===== src/rtl/syst_skew_feeder_pkg.sv =====
// Shared types and default geometry for the
// systolic-array skew feeder.
package syst_skew_feeder_pkg;

  localparam int unsigned ROWS_D    = 4;
  localparam int unsigned X_WIDTH_D = 8;

  typedef enum logic {
    ST_STREAM,
    ST_DRAIN
  } feeder_state_t;

endpackage


===== src/rtl/syst_skew_feeder_if.sv =====
// Upstream vector handshake into the skew feeder.
// Signal names are as seen from the feeder side.
interface syst_skew_feeder_if
  import syst_skew_feeder_pkg::*;
#(
  parameter int unsigned ROWS    = ROWS_D,
  parameter int unsigned X_WIDTH = X_WIDTH_D
);

  logic                    valid_i;
  logic                    ready_o;
  logic                    last_i;
  logic [ROWS*X_WIDTH-1:0] x_vec_i;

  modport master (
    output valid_i,
    output last_i,
    output x_vec_i,
    input  ready_o
  );

  modport slave (
    input  valid_i,
    input  last_i,
    input  x_vec_i,
    output ready_o
  );

endinterface


===== src/rtl/syst_skew_feeder_delay_line.sv =====
// Fixed-depth shift register of {valid, data}
// with synchronous active-low clear.
module syst_delay_line #(
  parameter int unsigned DEPTH = 1,
  parameter int unsigned WIDTH = 8
) (
  input  logic             clk_i,
  input  logic             rst_ni,
  input  logic             valid_i,
  input  logic [WIDTH-1:0] data_i,
  output logic             valid_o,
  output logic [WIDTH-1:0] data_o,
  output logic             any_valid_o
);

  logic [DEPTH-1:0] vld_q;
  logic [WIDTH-1:0] dat_q [DEPTH];

  always_ff @(posedge clk_i) begin
    if (!rst_ni) begin
      vld_q <= '0;
      for (int i = 0; i < int'(DEPTH); i++) begin
        dat_q[i] <= '0;
      end
    end else begin
      vld_q[0] <= valid_i;
      dat_q[0] <= data_i;
      for (int i = 1; i < int'(DEPTH); i++) begin
        vld_q[i] <= vld_q[i-1];
        dat_q[i] <= dat_q[i-1];
      end
    end
  end

  assign valid_o     = vld_q[DEPTH-1];
  assign data_o      = dat_q[DEPTH-1];
  assign any_valid_o = |vld_q;

endmodule


===== src/rtl/syst_skew_feeder.sv =====
// Diagonal skew feeder: row r of each accepted
// vector reaches the array r cycles after row 0.
module syst_skew_feeder
  import syst_skew_feeder_pkg::*;
#(
  parameter int unsigned ROWS    = ROWS_D,
  parameter int unsigned X_WIDTH = X_WIDTH_D
) (
  input  logic                    clk_i,
  input  logic                    rst_ni,
  syst_skew_feeder_if.slave       up_if,
  output logic [ROWS*X_WIDTH-1:0] x_o,
  output logic [ROWS-1:0]         valid_o,
  output logic                    busy_o,
  output logic                    done_o
);

  localparam int unsigned CNT_W = $clog2(ROWS) + 1;

  feeder_state_t    state_q, state_d;
  logic [CNT_W-1:0] cnt_q, cnt_d;
  logic [ROWS-1:0]  any_v;
  logic             accept;

  assign up_if.ready_o = (state_q == ST_STREAM);
  assign accept = up_if.valid_i && up_if.ready_o;

  for (genvar r = 0; r < ROWS; r++) begin : g_row
    logic [X_WIDTH-1:0] row_in;
    // bubbles carry zero data
    assign row_in = accept
      ? up_if.x_vec_i[r*X_WIDTH +: X_WIDTH]
      : '0;

    syst_delay_line #(
      .DEPTH (r + 1),
      .WIDTH (X_WIDTH)
    ) u_line (
      .clk_i       (clk_i),
      .rst_ni      (rst_ni),
      .valid_i     (accept),
      .data_i      (row_in),
      .valid_o     (valid_o[r]),
      .data_o      (x_o[r*X_WIDTH +: X_WIDTH]),
      .any_valid_o (any_v[r])
    );
  end

  assign busy_o = (|any_v) || (state_q == ST_DRAIN);

  always_comb begin
    state_d = state_q;
    cnt_d   = cnt_q;
    done_o  = 1'b0;
    unique case (state_q)
      ST_STREAM: begin
        if (accept && up_if.last_i) begin
          state_d = ST_DRAIN;
          cnt_d   = CNT_W'(ROWS - 1);
        end
      end
      ST_DRAIN: begin
        if (cnt_q == '0) begin
          done_o  = 1'b1;
          state_d = ST_STREAM;
        end else begin
          cnt_d = cnt_q - 1'b1;
        end
      end
      default: state_d = ST_STREAM;
    endcase
  end

  always_ff @(posedge clk_i) begin
    if (!rst_ni) begin
      state_q <= ST_STREAM;
      cnt_q   <= '0;
    end else begin
      state_q <= state_d;
      cnt_q   <= cnt_d;
    end
  end

endmodule


===== src/flat_wrapper.sv =====
// flat-port wrapper written by rule: the top's interface ports become plain ports
module syst_skew_feeder_flat import syst_skew_feeder_pkg::*;
#(
  parameter int unsigned ROWS    = ROWS_D,
  parameter int unsigned X_WIDTH = X_WIDTH_D
)
  (clk_i, rst_ni, x_o, valid_o, busy_o, done_o, up_if_valid_i, up_if_last_i, up_if_x_vec_i, up_if_ready_o);
  syst_skew_feeder_if #(.ROWS(ROWS), .X_WIDTH(X_WIDTH)) up_if_i ();
  input  logic clk_i;
  input  logic rst_ni;
  output logic [ROWS*X_WIDTH-1:0] x_o;
  output logic [ROWS-1:0] valid_o;
  output logic busy_o;
  output logic done_o;
  input wire logic [$bits(up_if_i.valid_i)-1:0] up_if_valid_i;
  input wire logic [$bits(up_if_i.last_i)-1:0] up_if_last_i;
  input wire logic [$bits(up_if_i.x_vec_i)-1:0] up_if_x_vec_i;
  output wire logic [$bits(up_if_i.ready_o)-1:0] up_if_ready_o;
  assign up_if_i.valid_i = up_if_valid_i;
  assign up_if_i.last_i = up_if_last_i;
  assign up_if_i.x_vec_i = up_if_x_vec_i;
  assign up_if_ready_o = up_if_i.ready_o;
  syst_skew_feeder #(.ROWS(ROWS), .X_WIDTH(X_WIDTH)) u_core (.clk_i(clk_i), .rst_ni(rst_ni), .up_if(up_if_i), .x_o(x_o), .valid_o(valid_o), .busy_o(busy_o), .done_o(done_o));
endmodule

===== config.mk =====
export PLATFORM = sky130hd
export DESIGN_NAME = syst_skew_feeder_flat
export DESIGN_NICKNAME = d
export VERILOG_FILES = /design/src/rtl/syst_skew_feeder_pkg.sv /design/src/rtl/syst_skew_feeder_if.sv /design/src/rtl/syst_skew_feeder_delay_line.sv /design/src/rtl/syst_skew_feeder.sv /design/src/flat_wrapper.sv
export SDC_FILE = /design/constraint.sdc
export NUM_CORES = 1
export LEC_CHECK = 0
export CAP_MARGIN = 15
export CORE_MARGIN = 3
export CORE_UTILIZATION = 35
export DETAILED_ROUTE_END_ITERATION = 12
export GPL_TIMING_DRIVEN = 0
export PLACE_DENSITY = 0.58
export RECOVER_POWER = 25
export REMOVE_ABC_BUFFERS = 1
export SLEW_MARGIN = 20
export SYNTH_ARGS = -nofsm -noshare
export SYNTH_HDL_FRONTEND = slang
export SYNTH_SLANG_ARGS = --single-unit

===== constraint.sdc =====
create_clock -name clk_i -period 3.3 [get_ports clk_i]
set_clock_uncertainty 0.2 [all_clocks]
set_input_delay 0.66 -clock clk_i [delete_from_list [all_inputs] [get_ports clk_i]]
set_output_delay 0.66 -clock clk_i [all_outputs]
set_load 0.02 [all_outputs]

* Word-level counts from Yosys, hierarchy flattened
Memories as Yosys holds them, arrays and structs flattened. Cells that the tools add are included.
Word-level totals: register bits after elaboration 14, bits in latches 0, RAM bits 80, memory bits (read-only) 0, input port bits 36, memories 4
Memory list:
- u_core.g_row[3].u_line.dat_q | depth 4, bits a word 8, read ports 4, clocked after Yosys merged registers in 0, wr ports 4, RTL line syst_skew_feeder_delay_line.sv:17 | logic [WIDTH-1:0] dat_q [DEPTH];
- u_core.g_row[2].u_line.dat_q | depth 3, bits a word 8, read ports 3, clocked after Yosys merged registers in 0, wr ports 3, RTL line syst_skew_feeder_delay_line.sv:17
- u_core.g_row[1].u_line.dat_q | depth 2, bits a word 8, read ports 2, clocked after Yosys merged registers in 0, wr ports 2, RTL line syst_skew_feeder_delay_line.sv:17
- u_core.g_row[0].u_line.dat_q | depth 1, bits a word 8, read ports 1, clocked after Yosys merged registers in 0, wr ports 1, RTL line syst_skew_feeder_delay_line.sv:17
Operators by class: add/sub/neg operators 1, multiply operators 0, divide/modulo/power cells 0, order comparisons 0, equality and inequality tests 2, shift-type cells 0, muxes and demuxes 25, bitwise logic cells 10, reduce and logical (&&, ||, !) cells 7
Operators with widths (number):
- $mux W8 | 14
- $reduce_or A10 Y1 | 1
- $or A1 B1 Y1 | 9
- $reduce_or A8 Y1 | 1
- $mux W1 | 7
- $mux W3 | 2
- $pmux W3 S2 | 1
- $ne A2 B2 Y1 const B | 2
- $logic_not A3 Y1 | 1
- $sub A3 B1 Y3 const B | 1
- $logic_and A1 B1 Y1 | 2
- $pmux W1 S2 | 1
- $reduce_and A2 Y1 | 1
- $logic_or A1 B1 Y1 | 1
- $not A1 Y1 | 1

* Logic depth before layout (Yosys ltp)
Gate-level depths: netlist of the first run.
word-level depth 5, depth in mapped cells 6, depth with buffers taken out 6

* By module
From an unflattened synthesis of the first run, not the netlist that was laid out.
Second synthesis, totals: cell total of the unflattened synthesis 266, area total of the unflattened synthesis 3064.2 sq um
By module, submodules not included:
- syst_delay_line at u_core.g_row[3].u_line | times used 1, cells an instance 76, area each 969.7 sq um
- syst_delay_line at u_core.g_row[2].u_line | times used 1, cells an instance 65, area each 825.8 sq um
- syst_delay_line at u_core.g_row[1].u_line | times used 1, cells an instance 46, area each 568.0 sq um
- syst_skew_feeder | times used 1, cells an instance 60, area each 456.7 sq um
- syst_delay_line at u_core.g_row[0].u_line | times used 1, cells an instance 19, area each 244.0 sq um

* Worst setup path before layout of the first run
No wires, ideal clock.
path type register to output, start point register u_core.cnt_q[0], end point output done_o, arrival 0.947 ns, required time 2.440 ns, path slack 1.493 ns, stages on the path, launching flop included 5, cells stage by stage dfxtp_1 -> inv_1 -> ha_1 -> ha_1 -> and2_1
Between the ends: cells in the longest elaborated chain, start to end 3
Ends and longest elaborated chain:
- start, declared | RTL line syst_skew_feeder.sv:21 | logic [CNT_W-1:0] cnt_q, cnt_d;
- start signal, assigned | RTL line syst_skew_feeder.sv:80 | cnt_q <= cnt_d;
- $logic_not A3 Y1 | RTL line syst_skew_feeder.sv:63 | if (cnt_q == '0) begin
- $mux W1 | RTL line syst_skew_feeder.sv:63
- $mux W1 | RTL line syst_skew_feeder.sv:55 | unique case (state_q)
- end, declared | RTL line flat_wrapper.sv:14 | output logic done_o;
Every way passes these cells.

* Worst setup path after layout of the first run
Same ends and word-level chain as after synthesis.

==> results of run 1 <==
==> critical path: stages (launching register included) <==
cell and delay [ns]:
dfxtp_1 0.36, inv_1 0.05, ha_1 0.20, ha_1 0.20, and2_1 0.16, clkdlybuf4s50_1 0.53
==> state kept, by name (all words and copies together), names as in the netlist <==
| register | cells |
|---|---|
| u_core.cnt_q | 3 |
| u_core.g_row.u_line.dat_q | 80 |
| u_core.state_q | 1 |
| u_core.g_row.u_line.vld_q | 4 |
==> cells by family after synthesis <==
| group | after synthesis | synth area share |
|---|---|---|
| flip-flops | 88 | 0.653 |
| adder cells (fa/ha/maj) | 2 | 0.00928 |
| AND/OR/NAND/NOR | 97 | 0.247 |
| AO/OA/AOI/OAI | 2 | 0.00742 |
| buffers and inverters | 33 | 0.0826 |
==> power breakdown <==
group / internal [µW] / switching [µW] / leakage, µW
sequential: 1090 / 8.78 / 0.000717
combinational: 93.0 / 55.6 / 0.000642
clock: 295 / 370 / 0.0000809
==> final timing paths <==
check	to	slack [ns]	cells after the start
max	done_o	0.61	5
min	u_core.g_row[3].u_line.dat_q[2][7]$_SDFF_PN0_	0.22	1
max reg2reg	u_core.cnt_q[1]$_SDFFE_PN0P_	1.77	6
min reg2reg	u_core.g_row[3].u_line.dat_q[2][7]$_SDFF_PN0_	0.22	1
==> cell usage in the layout (no fill, tap or decap) <==
cell and count:
clkbuf_1 1, nand4_1 1, inv_1 3, clkinv_2 1, and2_1 58, nand3b_1 2, and2_0 1, nand2b_1 1
clkdlybuf4s50_1 73, ha_1 2, dfxtp_1 88, and2_4 26, o211a_1 2, nand2_1 5, and3_4 1, nor4_1 1
clkinvlp_4 4, buf_12 1, inv_2 1, nor2b_1 1, inv_6 1, clkbuf_8 10
==> through the flow <==
step	total power, µW	util	cell area, µm²
floorplan	1190	-	2490
global placement	1270	0.455	3350
detailed placement	1280	0.457	3370
CTS	1960	0.482	3550
global route	2010	0.481	3550
finish	1920	0.481	3550
==> cell type report <==
| type | count | share of cell area |
|---|---|---|
| Clock inverter | 6 | 0.0123 |
| Timing Repair Buffer | 75 | 0.213 |
| Inverter | 4 | 0.00423 |
| Sequential cell | 88 | 0.496 |
| Multi-Input combinational cell | 101 | 0.201 |
| Clock buffer | 10 | 0.0388 |
| Tap cell | 99 | 0.0349 |
==> routing by layer <==
layer	vias to the layer above	routed length [µm]	track usage
met5	-	0	0
met4	0	106	0.0722
met3	10	370	0.0553
met2	50	1760	0.150
met1	662	1570	0.0956
li1	765	-	-
==> results.md, run 1 <==
| Metric | This run | Unit |
| --- | --- | --- |
| Number of optimization iterations in the first detailed-route pass | 4 | - |
| Top-count cell post-synth | dfxtp_1 | - |
| Top post-synthesis cells by area | dfxtp_1 (65%), and2_1 (14%), and2_4 (8.4%), buf_4 (5.6%), buf_6 (1.3%) | - |
| Area share of the largest cell type after synthesis | 0.653 | - |
| Run status | completed | - |
| NumNets Final | 317 | - |
| Filler cell count in the final layout | 717 | - |
| Post-route worst setup slack | 0.607 | ns |
| CP max FO | 3 | - |
| Area occupied by registers | 1760 | µm² |
| Max capacitance violation total | 0 | - |
| Maximum vdd ir drop | 0.000244 | V |
| Number of resized instances in the post-cts repair step | 0 | - |
| Final weighted congestion in routability-driven placement | 0.682 | - |
| Die area | 8790 | µm² |
| Launch instance of the worst min-delay path | u_core.g_row[3].u_line.dat_q[1][7]$_SDFF_PN0_ | - |
| Slew of the pin with the lowest slew margin | 0.356 | ns |
| Register area share after synthesis | 0.653 | - |
| Clock Latency Late Sink | 0.34 | ns |
| Congestion Overflow GR | 0 | - |
| Avg Inst Size Synth | 12.1 | µm² |
| Via-to-Cell Ratio | 3.88 | - |
| Class of the most critical setup path | register to output port | - |
| Final Hold Vio Count | 0 | - |
| Hold/Removal Path Class | register to register | - |
| Reg2Reg Launch Point | u_core.cnt_q[0]$_SDFFE_PN0P_ | - |
| Critical path startpoint | u_core.cnt_q[0]$_SDFFE_PN0P_ | - |
| Post-CTS Hold Fix Bufs | 0 | - |
| Clock transition at the register clock pins on the worst setup and hold paths after CTS | 0.09 | ns |
| I/O pin total | 75 | - |
| Average wire per standard cell | 9.95 | µm |
| Highest clock rate | 0.371 | GHz |
| Remaining routing DRC violations | 0 | - |
| Overall Global Routing Usage | 0.0967 | - |
| Area of the core | 7370 | µm² |
| Routed wire length | 3810 | µm |
| Count of nets left with antenna violations after detail routing | 0 | - |
| Count of port buffers added during placement | 74 | - |
| Async S/R FF share, synth | 0 | - |
| Layout area overhead | 31.6 | % |
| CTS Root Cell | clkbuf_8 | - |
| Vias in the first global route | 1396 | - |
| Synth Instances | 222 | - |
| Post-synth top cells | dfxtp_1 (88), and2_1 (59), and2_4 (26) | - |
| Startpoint class of the critical path | register | - |
| Wire length of the first global-routing pass | 6260 | µm |
| Fraction of final layout cells sized beyond drive strength 1 | 0.158 | - |
| Final slew viol count | 0 | - |
| Final worst path period need | 2.69 | ns |
| Area of combinational cells with multiple inputs | 712 | µm² |
| Total via count after detailed routing | 1487 | - |
| CTS Buffer Depth | 2 | - |
| Starting utilization of the core area | 0.366 | - |
| Half-perimeter wire length after detailed placement | 2490 | µm |
| Worst slew margin relative to its limit | 0.762 | - |
| Total instance count after detailed placement | 367 | - |
| Synth cell types | 18 | - |
| Worst slack after detailed placement | 0.966 | ns |
| Count of H-tree levels built during CTS | 3 | - |
| Final-report setup violation count | 0 | - |
| Yosys warnings | 0 | - |
| Initial DRC Count | 20 | - |
| Number of rows created at floorplan | 31 | - |
| TNS Setup | 0 | ns |
| Worst path arrival time | 1.83 | ns |
| Leakage component of the power | 0.00144 | µW |
| RSZ-0062 raised after global routing | false | - |
| TritonCTS clock tree | built | - |
| EDFF count, synth | 0 | - |
| Die W | 93.8 | µm |
| Total number of clock tree sinks | 88 | - |
| Vertical die dimension | 93.8 | µm |
| Pin count of the biggest net entering global routing | 54 | - |
| Cell Pwr Density | 540 | nW/µm² |
| Cell Area, Synth | 2700 | µm² |
| Count of non-filler cells in the finished layout | 383 | - |
| Data required time at the worst endpoint | 2.44 | ns |
| Number of buffers created by CTS | 9 | - |
| Number of antenna violations at the first check in global routing | 0 | - |
| Count of state elements after synthesis | 88 | - |
| Post-synth top area cell | dfxtp_1 | - |
| Ant. Diodes | 0 | - |
| Endpoint kind of the worst setup timing path | output port | - |
| Total setup buffers inserted after CTS | 0 | - |
| Main flop type after synthesis | dfxtp_1 | - |
| Ratio of final minimum period to clock period | 0.816 | - |
| Hold WS | 0.221 | ns |
No activity file was read; power rests on OpenSTA's default activity.
==> inputs of run 2 (changes only) <==
Clock period 3.3 ns to 2.8 ns, I/O delays scaled along.
==> results of run 2 <==
The final DEF is identical to that of run 1. Status: completed.
Main changes from that run: setup slack after placement 0.966 ns -> 0.566 ns; setup slack after layout 0.607 ns -> 0.207 ns; register-to-register setup slack 1.77 ns -> 1.27 ns; total power 1920 µW -> 2260 µW; worst IR drop on VDD 0.000244 V -> 0.000287 V
